===== config.mk =====
export PLATFORM = sky130hd
export DESIGN_NAME = ysyx_bus_arb
export DESIGN_NICKNAME = d
export VERILOG_FILES = /design/src/rtl/ysyx_bus_arb.sv
export SDC_FILE = /design/constraint.sdc
export NUM_CORES = 1
export LEC_CHECK = 0
export BUFFER_PORTS_ARGS = -buffer_cell sky130_fd_sc_hd__buf_4
export CAP_MARGIN = 20
export CORE_AREA = 2 2 134 136
export DETAILED_ROUTE_END_ITERATION = 10
export DIE_AREA = 0 0 136 138
export SETUP_SLACK_MARGIN = 0.5
export SKIP_LAST_GASP = 1
export SYNTH_ARGS = -nofsm -noshare
export SYNTH_HDL_FRONTEND = slang
export SYNTH_SLANG_ARGS = --single-unit

===== constraint.sdc =====
create_clock -name clk -period 1.99 [get_ports clk]
set_input_delay 0.597 -clock clk [delete_from_list [all_inputs] [get_ports clk]]
set_output_delay 0.597 -clock clk [all_outputs]
set_load 0.1 [all_outputs]

===== src/rtl/ysyx_bus_arb.sv =====
// rtl/ysyx_bus_arb.sv - two-master (IFU/LSU) to one-slave memory bus arbiter
// Optional YSYX_BUS_ARB_RR_EN: round-robin between IFU and LSU instead of fixed LSU priority.
module ysyx_bus_arb #(
    parameter int ADDR_W = 32,
    parameter int DATA_W = 32
) (
    input  logic                clk,
    input  logic                rst,
    input  logic [ADDR_W-1:0]   ifu_araddr,
    input  logic                ifu_arvalid,
    output logic [DATA_W-1:0]   ifu_rdata,
    output logic                ifu_rvalid,
    input  logic [ADDR_W-1:0]   lsu_araddr,
    input  logic                lsu_arvalid,
    output logic [DATA_W-1:0]   lsu_rdata,
    output logic                lsu_rvalid,
    input  logic [ADDR_W-1:0]   lsu_awaddr,
    input  logic [DATA_W-1:0]   lsu_wdata,
    input  logic [DATA_W/8-1:0] lsu_wstrb,
    input  logic                lsu_wvalid,
    output logic                lsu_bvalid,
    output logic [ADDR_W-1:0]   mem_araddr,
    output logic                mem_arvalid,
    input  logic                mem_arready,
    input  logic [DATA_W-1:0]   mem_rdata,
    input  logic                mem_rvalid,
    output logic [ADDR_W-1:0]   mem_awaddr,
    output logic                mem_awvalid,
    input  logic                mem_awready,
    output logic [DATA_W-1:0]   mem_wdata,
    output logic [DATA_W/8-1:0] mem_wstrb,
    output logic                mem_wvalid,
    input  logic                mem_wready,
    input  logic                mem_bvalid,
    output logic                busy
);

    typedef enum logic [2:0] {IDLE, RD_ADDR, RD_DATA, WR_REQ, WR_RESP} state_t;
    localparam logic OWN_IFU = 1'b0;
    localparam logic OWN_LSU = 1'b1;

    state_t              state_q, state_d;
    logic                owner_q, owner_d;
    logic [ADDR_W-1:0]   addr_q, addr_d;
    logic [DATA_W-1:0]   wdata_q, wdata_d;
    logic [DATA_W/8-1:0] wstrb_q, wstrb_d;
    logic                mem_arvalid_q, mem_arvalid_d;
    logic                mem_awvalid_q, mem_awvalid_d;
    logic                mem_wvalid_q, mem_wvalid_d;
    logic                lsu_req;
    logic                grant_lsu;
    logic                rd_done;

    assign lsu_req = lsu_wvalid | lsu_arvalid;

`ifdef YSYX_BUS_ARB_RR_EN
    logic last_owner_q, last_owner_d;
    // LSU yields only when the IFU is waiting and the LSU had the previous grant.
    assign grant_lsu = lsu_req && !(ifu_arvalid && (last_owner_q == OWN_LSU));
`else
    assign grant_lsu = lsu_req;
`endif

    always_comb begin
        state_d       = state_q;
        owner_d       = owner_q;
        addr_d        = addr_q;
        wdata_d       = wdata_q;
        wstrb_d       = wstrb_q;
        mem_arvalid_d = mem_arvalid_q;
        mem_awvalid_d = mem_awvalid_q;
        mem_wvalid_d  = mem_wvalid_q;
        case (state_q)
            IDLE: begin
                if (grant_lsu && lsu_wvalid) begin
                    state_d       = WR_REQ;
                    owner_d       = OWN_LSU;
                    addr_d        = lsu_awaddr;
                    wdata_d       = lsu_wdata;
                    wstrb_d       = lsu_wstrb;
                    mem_awvalid_d = 1'b1;
                    mem_wvalid_d  = 1'b1;
                end else if (grant_lsu) begin
                    state_d       = RD_ADDR;
                    owner_d       = OWN_LSU;
                    addr_d        = lsu_araddr;
                    mem_arvalid_d = 1'b1;
                end else if (ifu_arvalid) begin
                    state_d       = RD_ADDR;
                    owner_d       = OWN_IFU;
                    addr_d        = ifu_araddr;
                    mem_arvalid_d = 1'b1;
                end
            end
            RD_ADDR: begin
                if (mem_arready) begin
                    mem_arvalid_d = 1'b0;
                    state_d       = mem_rvalid ? IDLE : RD_DATA;
                end
            end
            RD_DATA: begin
                if (mem_rvalid) state_d = IDLE;
            end
            WR_REQ: begin
                // Address and data channels retire independently.
                mem_awvalid_d = mem_awvalid_q & ~mem_awready;
                mem_wvalid_d  = mem_wvalid_q & ~mem_wready;
                if (!mem_awvalid_d && !mem_wvalid_d) state_d = WR_RESP;
            end
            WR_RESP: begin
                if (mem_bvalid) state_d = IDLE;
            end
            default: state_d = IDLE;
        endcase
    end

`ifdef YSYX_BUS_ARB_RR_EN
    always_comb begin
        last_owner_d = last_owner_q;
        if (state_q == IDLE && state_d != IDLE) last_owner_d = owner_d;
    end
`endif

    always_ff @(posedge clk) begin
        if (rst) begin
            state_q       <= IDLE;
            owner_q       <= OWN_IFU;
            addr_q        <= '0;
            wdata_q       <= '0;
            wstrb_q       <= '0;
            mem_arvalid_q <= 1'b0;
            mem_awvalid_q <= 1'b0;
            mem_wvalid_q  <= 1'b0;
`ifdef YSYX_BUS_ARB_RR_EN
            last_owner_q  <= OWN_LSU;
`endif
        end else begin
            state_q       <= state_d;
            owner_q       <= owner_d;
            addr_q        <= addr_d;
            wdata_q       <= wdata_d;
            wstrb_q       <= wstrb_d;
            mem_arvalid_q <= mem_arvalid_d;
            mem_awvalid_q <= mem_awvalid_d;
            mem_wvalid_q  <= mem_wvalid_d;
`ifdef YSYX_BUS_ARB_RR_EN
            last_owner_q  <= last_owner_d;
`endif
        end
    end

    // A zero-wait slave may return data in the same cycle it accepts the address.
    assign rd_done    = mem_rvalid && ((state_q == RD_DATA) || (state_q == RD_ADDR && mem_arready));
    assign ifu_rvalid = rd_done && (owner_q == OWN_IFU);
    assign lsu_rvalid = rd_done && (owner_q == OWN_LSU);
    assign ifu_rdata  = ifu_rvalid ? mem_rdata : '0;
    assign lsu_rdata  = lsu_rvalid ? mem_rdata : '0;
    assign lsu_bvalid = (state_q == WR_RESP) && mem_bvalid;

    assign mem_araddr  = addr_q;
    assign mem_arvalid = mem_arvalid_q;
    assign mem_awaddr  = addr_q;
    assign mem_awvalid = mem_awvalid_q;
    assign mem_wdata   = wdata_q;
    assign mem_wstrb   = wstrb_q;
    assign mem_wvalid  = mem_wvalid_q;
    assign busy        = (state_q != IDLE);

endmodule

==> results.toml <==
[sta]
achievable-frequency_ghz = 0.4241
layout_setup_ws_ns = -0.3681
setup_viol = 67
final_max_tran_viols = 0
rsz_0062_raised_after_global_routing = "yes"
max_slew_margin_pct = 67.43
worst_pin_slew_ns = 0.4817
period_share_pct = 118.5
setup_tns_ns = -22.08
fin_skew_ns = 0.01036
final_period_minus_worst_setup_slack_ns = 2.358
final_hold_viol_count = 0

[logic_synthesis]
synth_simple_gate_area_share_pct = 29.94
synth_fp_nets = 732
synth_xor_area_share_pct = 0
synth-adder-area-share_pct = 0
synth_top_family_by_area = "simple AND/OR/NAND/NOR gates"
post_synth.cell_area_avg_sq_um = 7.393
synthCells = 558
synth_compound_gate_area_share_pct = 14.07
post_synth_num_cell_types = 33
yosys_warnings = 0
synth-seq-cells = 75
synth_sequential_area_ratio_pct = 36.40
mappedNetlistArea_sq_um = 4125
synth.mux.area_fraction_pct = 7.765

[pwr]
power.share.clock_pct = 17.3
max-vdd-ir-drop_v = 0.0006102
p_comb_share_pct = 61.0
internal_power_uw = 4849
leakagePower_uw = 0.004455
power.share.sequential_pct = 21.7
p_sw_share_pct = 47.73
power.density_nw_per_um2 = 909.6
net-switching-power_uw = 4428

[clocking]
cts_tree = "done"
clock_sink_count = 75
cts_buffer_depth = 2
ctsHtreeMaxLevel = 3
path_clk_slew_ns = 0.06
root_buffer = "clkbuf_16"
tritoncts.num_buffers = 9
clock_latency_at_the_later_pin_of_the_worst_skew_pair_ns = 0.35

[worst_setup_path]
critical_path_arrival_ns = 1.76
cpMaxStageDelayCell = "and4bb_4"
timing.critical_path.from_type = "register"
path_cells = "nand3b_1 -> o21ai_1 -> and4bb_4 -> buf_6 -> and2_4 -> buf_12"
crit_required_ns = 1.39
setup.worst_path.end_class = "output pin"
crit_type = "register to output pin"
critPathMaxStageDelay_ns = 0.36
worst-path-max-fanout = 9
ff2ff_setup_slack_ns = 0.11

[placed_design]
placed_cells = 1081
port_buffers = 344
final_hpwl_from_detailed_placement_microns = 12220
gp_routability_congestion = 0.7783
placed_instance_area_sq_um = 7174

[final_layout]
layout.nets = 1069
diodes = 0
post_route_cells_drive_above_1_share_pct = 65.44
regArea_sq_um = 1689
syn2layout_area_growth_pct = 147.2
final_area_sq_um = 10200
multiInputGateArea_sq_um = 2415
final_cell_mix = "buf_4 (198), buf_12 (181), nand2_1 (157)"
finalNonFillerCells = 1129
final_common_cell = "buf_4"
n_fill_cell = 1443

[grt]
grt_pass1_vias = 5211
gr-total-overflow = 0
grt_first_pass_wirelength_microns = 28100
groute.usage.overall_pct = 19.21
pin_count_of_the_biggest_net_entering_global_routing = 57
grt_antenna_before_repair = 0

[run_status]
failed_checks = "negative setup slack"
run_status = "complete, but fails checks"

[die]
initial_standard_cell_utilization_of_the_core_pct = 23.53
die_width_microns = 136
count_of_standard_cell_rows = 49
die-height_microns = 138
core_sq_um = 17530
die-area_sq_um = 18770
ioPinCount = 345

[drt]
drcViolationCount = 0
viasPerCell = 4.514
average_detailed_routed_wire_length_per_instance_microns = 17.35
dr.pass1.iters = 4
wl_microns = 19590
post_detailed_route_count_of_antenna_violating_nets = 0
detail_route.iter0.violations = 138
vias = 5096

[hold_path]
min-delay-path-class = "register to register"

[flow_run]
timing.max_cap.violations = 0
==> per-stage QoR <==
stage	power, uW	worst slack, ns	utilization, %	hold slack [ns]
global placement	6163	-0.3729	40.92	0.4347
CTS	9032	-0.3470	55.49	0.4482
detailed placement	6175	-0.4055	40.92	0.4396
finish	9277	-0.3681	58.16	0.4697
floorplan	5268	-0.2280	-	0.4363
global route	9626	-0.4198	58.16	0.4793
==> power groups by stage <==
stage,registers (uW),logic [uW],clock network [uW]
after floorplan,3120,2150,0
after global placement,1890,4270,0
after detailed placement,1900,4280,0
after CTS,2010,5360,1670
after global routing,2040,5840,1740
final,2020,5660,1600
==> path summary, 6_finish.rpt <==
| kind | start | to | cells after the start |
|---|---|---|---|
| setup reg to reg | state_q[1] | mem_wdata[14] | 8 |
| hold / removal | mem_wdata[15] | mem_wdata[15] | 2 |
| setup / recovery | state_q[1] | ifu_rdata[13] | 6 |
| hold reg to reg | mem_wdata[15] | mem_wdata[15] | 2 |
==> cells in the mapped netlist <==
cell	count	area, sq um
nor3_4	1	16.27
a21oi_2	1	8.760
a31oi_1	1	6.260
or4b_1	1	10.01
o21ai_0	35	175.2
buf_1	1	3.750
a211o_1	1	8.760
and4b_1	1	10.01
a2bb2oi_1	1	8.760
nand2b_1	2	12.51
nand3b_1	1	7.510
mux2i_1	32	320.3
buf_6	3	33.78
buf_2	15	75.07
nand2_1	174	653.1
nor2_1	3	11.26
nor3b_1	2	15.01
nor3_1	1	5.000
nor2b_1	3	18.77
dfxtp_1	75	1501
nor4bb_1	1	10.01
or4b_4	1	13.76
and4bb_2	1	12.51
a21oi_1	71	355.3
buf_4	41	307.8
o21ba_2	1	10.01
and3b_1	1	8.760
nand4_1	1	6.260
inv_1	2	7.510
a211oi_1	1	7.510
clkbuf_1	16	60.06
nor4b_1	2	17.52
and2_1	65	406.6
==> cells by family (layout without fill, tap and decap cells) <==
family                 after synthesis  count (layout)
multiplexers                        32              32
buffers and inverters               78             420
AO/OA/AOI/OAI                      112             112
flip-flops                          75              75
AND/OR/NAND/NOR                    261             261
==> area by class of cell <==
type                    count  area share (%)
well taps                 229           2.809
flip-flops and latches     75           16.56
clock inverters             7          0.6380
multi-input cells         405           23.68
inverters                   2         0.07361
clock buffers               9           2.208
repair buffers            402           54.03
==> state kept, by name (all words and copies together) (netlist names) <==
register / cells
mem_araddr: 32
mem_wdata: 32
mem_wstrb: 4
state_q: 3
mem_arvalid: 1
mem_awvalid: 1
mem_wvalid: 1
owner_q: 1
==> layer usage <==
layer,vias to the layer above,GRT usage [%],share of wire (%)
met3,32,5.501,8.4
li1,2462,-,-
met1,2367,20.31,36
met4,0,5.866,2.2
met5,-,0,0
met2,235,36.18,54
==> critical path, delay by kind of cell, from the launching register on <==
kind	cells	cell delay [ns]
AOI/OAI and AO/OA	1	0.10
buffers and inverters	2	0.33
DFF	1	0.32
and+or+nand+nor	3	0.66
==> repair_timing <==
| item | 4_1_cts | 5_1_grt |
|---|---|---|
| pin swaps | 9 | 7 |
| hold buffers | 0 | 0 |
| resized for setup | 508 | 62 |
| setup buffers | 4 | 16 |
| endpoints found under the setup margin | 240 | 241 |
| cloned | 5 | 7 |
Note: power is estimated with default switching activity, not from simulation.
